<file path="config.mk">
export PLATFORM = sky130hd
export DESIGN_NAME = mem_arbiter
export DESIGN_NICKNAME = d
export VERILOG_FILES = /design/src/rtl/mem_arb_pkg.sv /design/src/rtl/mem_arb_picker.sv /design/src/rtl/mem_arbiter.sv
export SDC_FILE = /design/constraint.sdc
export NUM_CORES = 1
export LEC_CHECK = 0
export ABC_AREA = 1
export CORE_MARGIN = 10
export CORE_UTILIZATION = 37
export CTS_CLUSTER_SIZE = 24
export DETAILED_ROUTE_END_ITERATION = 7
export PLACE_DENSITY = 0.84
export SKIP_CTS_REPAIR_TIMING = 1
export SLEW_MARGIN = 20
export SYNTH_ARGS = -nofsm -noshare
export SYNTH_HDL_FRONTEND = slang
export SYNTH_SLANG_ARGS = --single-unit
</file>
<file path="constraint.sdc">
create_clock -name clk -period 1.2 [get_ports clk]
set_input_delay 0.18 -clock clk [delete_from_list [all_inputs] [get_ports clk]]
set_output_delay 0.18 -clock clk [all_outputs]
set_load 0.005 [all_outputs]
</file>
<file path="src/rtl/mem_arb_pkg.sv">
// -----------------------------------------------------------------------------
// mem_arb_pkg
// Shared types and constants for the RAM arbiter between the instruction-fetch
// unit and the load/store (MAR/MDR) unit.
//   state_t    : arbiter sequencing states IDLE -> ACCESS -> RESP
//   port_t     : requester identity (fetch or load/store)
//   MEM_DEPTH  : number of words in the shared RAM
//   other_port : the requester that is not the given one (round-robin helper)
// -----------------------------------------------------------------------------
package mem_arb_pkg;

    typedef enum logic [1:0] {
        IDLE   = 2'd0,
        ACCESS = 2'd1,
        RESP   = 2'd2
    } state_t;

    typedef enum logic {
        PORT_FETCH = 1'b0,
        PORT_LS    = 1'b1
    } port_t;

    localparam int MEM_DEPTH = 512;

    function automatic port_t other_port(input port_t p);
        return (p == PORT_FETCH) ? PORT_LS : PORT_FETCH;
    endfunction

endpackage

</file>
<file path="src/rtl/mem_arb_picker.sv">
// -----------------------------------------------------------------------------
// mem_arb_picker
// Combinational two-way round-robin select between the fetch and load/store
// requesters.
//   if_req      in  fetch request
//   ls_req      in  load/store request
//   last_grant  in  port granted by the previous access
//   grant_valid out at least one request is present
//   grant_id    out winning port (only meaningful when grant_valid is high)
// -----------------------------------------------------------------------------
module mem_arb_picker
    import mem_arb_pkg::*;
(
    input  logic  if_req,
    input  logic  ls_req,
    input  port_t last_grant,
    output logic  grant_valid,
    output port_t grant_id
);

    always_comb begin
        grant_valid = if_req | ls_req;
        grant_id    = PORT_FETCH;
        if (if_req && ls_req) begin
            // Contention: hand the RAM to whoever did not have it last.
            grant_id = other_port(last_grant);
        end else if (ls_req) begin
            grant_id = PORT_LS;
        end
    end

endmodule

</file>
<file path="src/rtl/mem_arbiter.sv">
// -----------------------------------------------------------------------------
// mem_arbiter
// Serialises fetch and load/store accesses onto a shared single-port RAM with
// a fixed three-cycle cadence (IDLE -> ACCESS -> RESP). One access is in flight
// at a time; RAM strobes last exactly one cycle, read data is registered per
// port and each access returns a one-cycle acknowledge.
//
// Optional feature, enabled by defining MEM_ARB_BOUNDS_EN:
//   accesses whose address is >= DEPTH never strobe the RAM; they still ack on
//   schedule, return zero read data, and raise ls_err on the load/store port.
//   Without the macro no check is made and ls_err stays 0.
//
// Ports
//   clk, reset                 clock, synchronous active-high reset
//   if_req/if_addr             fetch request and address (held until if_ack)
//   if_ack/if_rdata            fetch completion pulse and instruction word
//   ls_req/ls_we/ls_addr/
//   ls_wdata                   load/store request (held until ls_ack)
//   ls_ack/ls_rdata/ls_err     load/store completion pulse, load data, error
//   busy                       access in flight (ACCESS or RESP)
//   ram_address/ram_data_in/
//   ram_read/ram_write         registered RAM controls
//   ram_data_out               RAM read data (combinational from address)
// -----------------------------------------------------------------------------
module mem_arbiter
    import mem_arb_pkg::*;
#(
    parameter int DATA_W = 32,
    parameter int ADDR_W = 32,
    parameter int DEPTH  = MEM_DEPTH
) (
    input  logic              clk,
    input  logic              reset,
    input  logic              if_req,
    input  logic [ADDR_W-1:0] if_addr,
    output logic              if_ack,
    output logic [DATA_W-1:0] if_rdata,
    input  logic              ls_req,
    input  logic              ls_we,
    input  logic [ADDR_W-1:0] ls_addr,
    input  logic [DATA_W-1:0] ls_wdata,
    output logic              ls_ack,
    output logic [DATA_W-1:0] ls_rdata,
    output logic              ls_err,
    output logic              busy,
    output logic [ADDR_W-1:0] ram_address,
    output logic [DATA_W-1:0] ram_data_in,
    output logic              ram_read,
    output logic              ram_write,
    input  logic [DATA_W-1:0] ram_data_out
);

`ifdef MEM_ARB_BOUNDS_EN
    localparam bit BOUNDS_EN = 1'b1;
`else
    localparam bit BOUNDS_EN = 1'b0;
`endif

    state_t            state;
    port_t             last_grant;
    port_t             cur_port;
    logic              cur_we;
    logic              cur_oob;

    logic              grant_valid;
    port_t             grant_id;

    logic [ADDR_W-1:0] sel_addr;
    logic              sel_we;
    logic              sel_oob;

    mem_arb_picker u_picker (
        .if_req      (if_req),
        .ls_req      (ls_req),
        .last_grant  (last_grant),
        .grant_valid (grant_valid),
        .grant_id    (grant_id)
    );

    // Request fields of the winning port, latched on the IDLE -> ACCESS edge.
    always_comb begin
        sel_addr = if_addr;
        sel_we   = 1'b0;
        if (grant_id == PORT_LS) begin
            sel_addr = ls_addr;
            sel_we   = ls_we;
        end
        // With the check disabled this folds to 0 and the address goes to RAM as is.
        sel_oob = BOUNDS_EN && (64'(sel_addr) >= 64'(DEPTH));
    end

    always_ff @(posedge clk) begin
        if (reset) begin
            state       <= IDLE;
            last_grant  <= PORT_FETCH;
            cur_port    <= PORT_FETCH;
            cur_we      <= 1'b0;
            cur_oob     <= 1'b0;
            if_ack      <= 1'b0;
            ls_ack      <= 1'b0;
            ls_err      <= 1'b0;
            busy        <= 1'b0;
            ram_read    <= 1'b0;
            ram_write   <= 1'b0;
            if_rdata    <= '0;
            ls_rdata    <= '0;
            ram_address <= '0;
            ram_data_in <= '0;
        end else begin
            case (state)
                // IDLE: pick a winner and launch its strobe for the ACCESS cycle.
                IDLE: begin
                    if (grant_valid) begin
                        state       <= ACCESS;
                        busy        <= 1'b1;
                        last_grant  <= grant_id;
                        cur_port    <= grant_id;
                        cur_we      <= sel_we;
                        cur_oob     <= sel_oob;
                        ram_address <= sel_addr;
                        ram_read    <= !sel_we && !sel_oob;
                        ram_write   <= sel_we && !sel_oob;
                        if (sel_we) begin
                            ram_data_in <= ls_wdata;
                        end
                    end
                end

                // ACCESS: RAM sees the strobe; capture read data into the port's register.
                ACCESS: begin
                    state     <= RESP;
                    ram_read  <= 1'b0;
                    ram_write <= 1'b0;
                    if (cur_port == PORT_LS) begin
                        ls_ack <= 1'b1;
                        ls_err <= cur_oob;
                        if (!cur_we) begin
                            ls_rdata <= cur_oob ? '0 : ram_data_out;
                        end
                    end else begin
                        if_ack   <= 1'b1;
                        // A zero word decodes as an illegal opcode, never as a nop.
                        if_rdata <= cur_oob ? '0 : ram_data_out;
                    end
                end

                // RESP: ack is visible this cycle; address stays put.
                RESP: begin
                    state  <= IDLE;
                    busy   <= 1'b0;
                    if_ack <= 1'b0;
                    ls_ack <= 1'b0;
                    ls_err <= 1'b0;
                end

                default: begin
                    state     <= IDLE;
                    busy      <= 1'b0;
                    ram_read  <= 1'b0;
                    ram_write <= 1'b0;
                    if_ack    <= 1'b0;
                    ls_ack    <= 1'b0;
                    ls_err    <= 1'b0;
                end
            endcase
        end
    end

endmodule

</file>
==> results.json, run 1 <==
{
  "outcome": "complete, but fails checks",
  "violations": "negative setup slack",
  "reg_to_reg_slack_setup_ns": -0.30,
  "post-route-min-period_ns": 1.504,
  "power_switching_share": 0.2821,
  "instances_no_fill": 1301,
  "cp-start-kind": "register",
  "count_of_buffer_and_inverter_cells_on_the_critical_path": 4,
  "report.final.hold_viol_count": 0,
  "yosys_register_bits": 137,
  "timing.critical_path.slowest_cell_delay_ns": 0.34,
  "clk_latency_ns": 0.42,
  "final_common_cell": "sky130_fd_sc_hd__nor2_1",
  "fmaxAchievable_mhz": 664.8,
  "detail-route-antenna-nets": 0,
  "synth_area_sq_mm": 0.005537,
  "synth_cells": 806,
  "clock_tree_from_tritoncts": "done",
  "die_height_um": 142.3,
  "postLayoutSetupSlackWorst_ns": -0.3042,
  "worst_setup_slack_before_clock_tree_synthesis_ns": -0.3754,
  "critPathKind": "reg2reg",
  "path_max_fanout": 8,
  "drv_cap": 0,
  "yosys-mux-area-fraction": 0,
  "count_of_standard_cell_rows": 44,
  "gr-total-overflow": 0,
  "grt_first_pass_wirelength_mm": 28.90,
  "mappedNetlistNets": 939,
  "critPathTopFamily": "buffers and inverters",
  "yosys.area_share.simple": 0.3119,
  "grt_max_degree": 67,
  "syn_avg_cell_area_sq_um": 6.869,
  "setup_viol_count_final": 118,
  "critical_path.slowest_cell": "sky130_fd_sc_hd__dfxtp_2",
  "worst_r2r_endpoint": "ram_data_in[5]$_SDFFE_PP0P_",
  "wl_mm": 25.15,
  "routedWlPerCell_um": 19.33,
  "layout_worst_path_cycle_share": 1.254,
  "crit_arrival_ns": 1.85,
  "clock_tree_sinks": 137,
  "pwr_density_cell_mw_per_mm2": 1234,
  "boundaryPins": 267,
  "vdd_drop_max_uv": 1065,
  "hp-start": "ls_wdata[17]",
  "dp_hpwl_mm": 14.12,
  "share_comb_of_total_power": 0.254,
  "netSwitchingPower_mw": 3.835,
  "timing.critical_path.mode_cell": "sky130_fd_sc_hd__buf_6",
  "hold_path_depth": 3,
  "synth_seq_area_share": 0.4954,
  "compound_gate_portion_of_the_synthesized_area": 0.09220,
  "routabilityCongestion": 0.8222,
  "h-tree-depth": 4,
  "clk_pin_slew_worst_paths_ns": 0.06,
  "area_overhead_vs_synth_pct": 98.89,
  "pwr-share-clk": 0.370,
  "reg2regPathDepth": 9,
  "post_drt_via_cell_ratio": 5.058,
  "slew_violations": 0,
  "synth_fa_ha_area_frac": 0,
  "grtUsageTotal": 0.1770,
  "r2r_start": "state[0]$_SDFFE_PP0P_",
  "dominant_combinational_cell_family_by_area_after_synthesis": "simple AND/OR/NAND/NOR gates",
  "drc_errors": 0,
  "sequentialPowerShare": 0.376,
  "power.total_mw": 13.59,
  "dieArea_sq_mm": 0.02026,
  "final.hold.worst_slack_ns": 0.3451,
  "vias_in_the_first_global_route": 5561,
  "die_width_um": 142.3,
  "post_route_cells_drive_above_1_share": 0.2634,
  "crit_path_cell_trace": "buf_6, nor2_4, nand4_1, buf_6, clkbuf_16, buf_12, nand2_2, nand2_1, nor2_1",
  "min-delay-path-class": "in2reg",
  "dp.cells": 1235,
  "routed-via-count": 6581,
  "cts_made_buffers": 17,
  "detailedRoute.firstIterationViolations": 334,
  "clock_path_buffers": 2,
  "firstDrtPassIters": 6,
  "count_of_warnings_emitted_by_yosys": 0,
  "unique_cell_type_count_in_the_yosys_netlist": 19,
  "crit_path_end_kind": "register",
  "fin_worst_skew_ns": 0.009886,
  "worstHoldEndpoint": "ram_data_in[17]$_SDFFE_PP0P_",
  "port_buf_inserts": 265,
  "internal_power_mw": 9.759,
  "power.static_leakage_nw": 6.657,
  "crit_required_ns": 1.55,
  "post_synth_xor_area_fraction": 0,
  "clk_root_buffer_cell": "sky130_fd_sc_hd__clkbuf_16",
  "grt_setup_unrepaired": "true",
  "placeableCoreArea_sq_mm": 0.01459,
  "start_util": 0.3795,
  "num-nets-final": 1238,
  "grt_antenna_before_repair": 1,
  "layout_common_cells": "sky130_fd_sc_hd__nor2_1, sky130_fd_sc_hd__dlymetal6s2s_1, sky130_fd_sc_hd__clkdlybuf4s50_1, sky130_fd_sc_hd__dfxtp_1, sky130_fd_sc_hd__nand2_1"
}
## flip-flops by register name, summed over array words and instances (netlist names), 2 cells and up
register     cells
if_rdata        32
ls_rdata        32
ram_address     32
ram_data_in     32
state            2
## per-stage QoR
step | TNS (ns) | instance area, sq um | utilization
after floorplan | 0 | 5537 | -
after global placement | -21.89 | 8474 | 0.5809
after detailed placement | -25.76 | 8474 | 0.5809
after CTS | -50.85 | 9037 | 0.6195
after global routing | -19.09 | 11010 | 0.7548
final | -13.04 | 11010 | 0.7548
## cell families (layout without fill, tap and decap cells)
kind of cell / Yosys count / count (layout)
other: 1 / 2
AO/OA/AOI/OAI: 102 / 102
AND/OR/NAND/NOR: 443 / 443
flip-flops: 137 / 137
buffers and inverters: 123 / 433
## power by group through the flow
stage / clock network [mW] / registers (mW) / logic [mW]
after floorplan: 0 / 5.20 / 0.996
after global placement: 0 / 5.17 / 2.47
after detailed placement: 0 / 5.18 / 2.51
after CTS: 5.05 / 5.09 / 2.53
after global routing: 5.28 / 5.15 / 3.68
final: 5.03 / 5.11 / 3.45
## layer usage
layer | global-route usage | share of wire | up-vias
li1 | - | - | 3090
met1 | 0.1939 | 0.37 | 3123
met2 | 0.2963 | 0.51 | 288
met3 | 0.07176 | 0.075 | 80
met4 | 0.07561 | 0.049 | 0
met5 | 0 | 0 | -
## tightest hold or removal path, cell delays in order
cell	delay, ns
sky130_fd_sc_hd__clkdlybuf4s50_1	0.40
sky130_fd_sc_hd__nor2_1	0.10
sky130_fd_sc_hd__nor2_1	0.05
## how the worst max path moves through the flow
stage	start	end	slack (ns)	depth (start not counted)
after floorplan	state[1]$_SDFFE_PP0P_	ram_address[26]$_SDFFE_PP0P_	0.04	8
after global placement	if_req	ram_address[28]$_SDFFE_PP0P_	-0.32	9
after detailed placement	ls_req	ram_address[25]$_SDFFE_PP0P_	-0.38	6
after CTS	busy$_SDFFE_PP0P_	busy	-0.32	1
after global routing	state[0]$_SDFFE_PP0P_	ram_data_in[9]$_SDFFE_PP0P_	-0.33	9
final	state[0]$_SDFFE_PP0P_	ram_data_in[5]$_SDFFE_PP0P_	-0.30	9
## final cells by class
| type | instances | area [sq um] |
|---|---|---|
| clock buffers | 21 | 470.5 |
| multi-input cells | 546 | 3022 |
| flip-flops and latches | 137 | 2755 |
| fillers | 907 | 3577 |
| inverters | 72 | 304.0 |
| repair buffers | 331 | 4135 |
| diodes | 1 | 2.502 |
| clock inverters | 9 | 92.59 |
| well taps | 184 | 230.2 |
## synthesized netlist by cell type
cell                       instances  share of area
sky130_fd_sc_hd__buf_6             6          0.012
sky130_fd_sc_hd__nor2_1          228           0.15
sky130_fd_sc_hd__nand4_1           1         0.0011
sky130_fd_sc_hd__nor3_1            1        0.00090
sky130_fd_sc_hd__conb_1            1        0.00068
sky130_fd_sc_hd__nor2_2            2         0.0023
sky130_fd_sc_hd__o21ai_0          60          0.054
sky130_fd_sc_hd__nand2_2           1         0.0011
sky130_fd_sc_hd__nor2_4            1         0.0020
sky130_fd_sc_hd__clkbuf_1         20          0.014
sky130_fd_sc_hd__a21oi_1          37          0.033
sky130_fd_sc_hd__inv_2             5         0.0034
sky130_fd_sc_hd__nand3_1          36          0.033
sky130_fd_sc_hd__inv_1            67          0.045
sky130_fd_sc_hd__o21ai_1           5         0.0045
sky130_fd_sc_hd__nand2_1         173           0.12
sky130_fd_sc_hd__buf_4             6         0.0081
sky130_fd_sc_hd__dfxtp_1         137           0.50
sky130_fd_sc_hd__buf_2            19          0.017
No activity file was read; power rests on OpenSTA's default activity.
==> run 2: changes to the inputs <==
--- a/config.mk
+++ b/config.mk
@@ -11,6 +11,7 @@
 export CTS_CLUSTER_SIZE = 24
 export DETAILED_ROUTE_END_ITERATION = 7
 export PLACE_DENSITY = 0.84
+export SETUP_SLACK_MARGIN = 0.1
 export SKIP_CTS_REPAIR_TIMING = 1
 export SLEW_MARGIN = 20
 export SYNTH_ARGS = -nofsm -noshare
==> results.json, run 2 (synthesis results as in run 1) <==
{
  "routedWlPerCell_um": 16.74,
  "slew_violations": 0,
  "clock_path_buffers": 2,
  "boundaryPins": 267,
  "grtUsageTotal": 0.1765,
  "setup_viol_count_final": 81,
  "vdd_drop_max_uv": 976.9,
  "routed-via-count": 6106,
  "post-route-min-period_ns": 1.300,
  "detailedRoute.firstIterationViolations": 305,
  "wl_mm": 21.63,
  "dieArea_sq_mm": 0.02026,
  "fmaxAchievable_mhz": 769.2,
  "clk_latency_ns": 0.42,
  "num_antenna_cells": 0,
  "drc_errors": 0,
  "pwr_density_cell_mw_per_mm2": 1431,
  "grt_setup_unrepaired": "true",
  "placeableCoreArea_sq_mm": 0.01459,
  "r2r_start": "state[0]$_SDFFE_PP0P_",
  "crit_path_end_kind": "register",
  "placed_cell_area_sq_mm": 0.008486,
  "firstDrtPassIters": 5,
  "grt_max_degree": 67,
  "grt_first_pass_wirelength_mm": 28.68,
  "outcome": "complete, but fails checks",
  "worst_setup_slack_before_clock_tree_synthesis_ns": -0.3995,
  "worstHoldEndpoint": "ram_data_in[7]$_SDFFE_PP0P_",
  "h-tree-depth": 4,
  "crit_required_ns": 1.51,
  "layout_worst_path_cycle_share": 1.083,
  "post_route_cells_drive_above_1_share": 0.2690,
  "start_util": 0.3795,
  "grt_antenna_before_repair": 0,
  "hp-start": "ls_wdata[7]",
  "post_drt_via_cell_ratio": 4.726,
  "drv_cap": 0,
  "clock_tree_from_tritoncts": "done",
  "fin_area_sq_mm": 0.009673,
  "cp-start-kind": "register",
  "die_width_um": 142.3,
  "path_max_fanout": 5,
  "vias_in_the_first_global_route": 5412,
  "count_of_standard_cell_rows": 44,
  "min-delay-path-class": "in2reg",
  "crit_arrival_ns": 1.61,
  "reg2regPathDepth": 8,
  "violations": "negative setup slack",
  "critPathKind": "reg2reg",
  "hold_path_depth": 3,
  "num-nets-final": 1228,
  "die_height_um": 142.3,
  "worst_r2r_endpoint": "ram_address[16]$_SDFFE_PP0P_",
  "routabilityCongestion": 0.8089,
  "report.final.hold_viol_count": 0,
  "postLayoutSetupSlackWorst_ns": -0.1001,
  "clk_root_buffer_cell": "sky130_fd_sc_hd__clkbuf_16",
  "power.static_leakage_nw": 5.005,
  "dp_hpwl_mm": 13.99,
  "reg_to_reg_slack_setup_ns": -0.10,
  "layout_common_cells": "sky130_fd_sc_hd__nor2_1, sky130_fd_sc_hd__nand2_1, sky130_fd_sc_hd__clkdlybuf4s50_1, sky130_fd_sc_hd__dfxtp_1, sky130_fd_sc_hd__clkbuf_2",
  "power.total_mw": 13.84,
  "detail-route-antenna-nets": 0,
  "gr-total-overflow": 0,
  "fin_worst_skew_ns": 0.01783,
  "clk_pin_slew_worst_paths_ns": 0.06,
  "cts_made_buffers": 17,
  "clock_tree_sinks": 137,
  "area_overhead_vs_synth_pct": 74.71,
  "port_buf_inserts": 265,
  "final_common_cell": "sky130_fd_sc_hd__nor2_1"
}
## run 2: critical path, stage by stage (launching register included)
cell and delay (ns):
sky130_fd_sc_hd__dfxtp_4 0.36, sky130_fd_sc_hd__inv_6 0.08, sky130_fd_sc_hd__nand2_4 0.05, sky130_fd_sc_hd__nor2_4 0.18, sky130_fd_sc_hd__buf_6 0.17, sky130_fd_sc_hd__clkbuf_16 0.15
sky130_fd_sc_hd__nand2_1 0.06, sky130_fd_sc_hd__nor2_1 0.10, sky130_fd_sc_hd__nor2_1 0.05
## run 2: cell type report
cell class	count	area [sq um]
fill	1185	4916
timing repair buffer	321	3158
sequential	137	2795
multi-input combinational	546	2531
clock buffer	22	485.5
inverter	72	285.3
tap	184	230.2
clock inverter	10	187.7
## run 2: worst max-delay path by stage
stage	start	to	slack, ns
after floorplan	state[1]$_SDFFE_PP0P_	ram_address[26]$_SDFFE_PP0P_	0.06
after global placement	ls_req	ram_address[27]$_SDFFE_PP0P_	-0.35
after detailed placement	ls_req	ram_data_in[31]$_SDFFE_PP0P_	-0.40
after CTS	busy$_SDFFE_PP0P_	busy	-0.34
after global routing	state[0]$_SDFFE_PP0P_	ram_address[20]$_SDFFE_PP0P_	-0.15
final	state[0]$_SDFFE_PP0P_	ram_address[16]$_SDFFE_PP0P_	-0.10
## run 2: routing by layer
layer  vias to the layer above  share of wire  track usage
met3                        24          0.069      0.06776
met4                         0          0.022      0.07135
met1                      2844           0.39       0.1971
li1                       3047              -            -
met2                       191           0.52       0.2956
met5                         -              0            0
## run 2: metrics by stage
| step | hold slack, ns | cells | TNS [ns] | util |
|---|---|---|---|---|
| floorplan | 0.3149 | 806 | 0 | - |
| global placement | 0.4472 | 1233 | -24.48 | 0.5816 |
| detailed placement | 0.4520 | 1233 | -25.97 | 0.5816 |
| CTS | 0.3264 | 1265 | -38.92 | 0.6278 |
| global route | 0.3385 | 1292 | -9.114 | 0.6630 |
| finish | 0.3405 | 1292 | -2.789 | 0.6630 |
## run 2: power breakdown
part	internal, mW	switching [mW]
combinational	1.50	1.36
sequential	4.92	0.192
clock	3.93	1.94
total	10.3	3.49
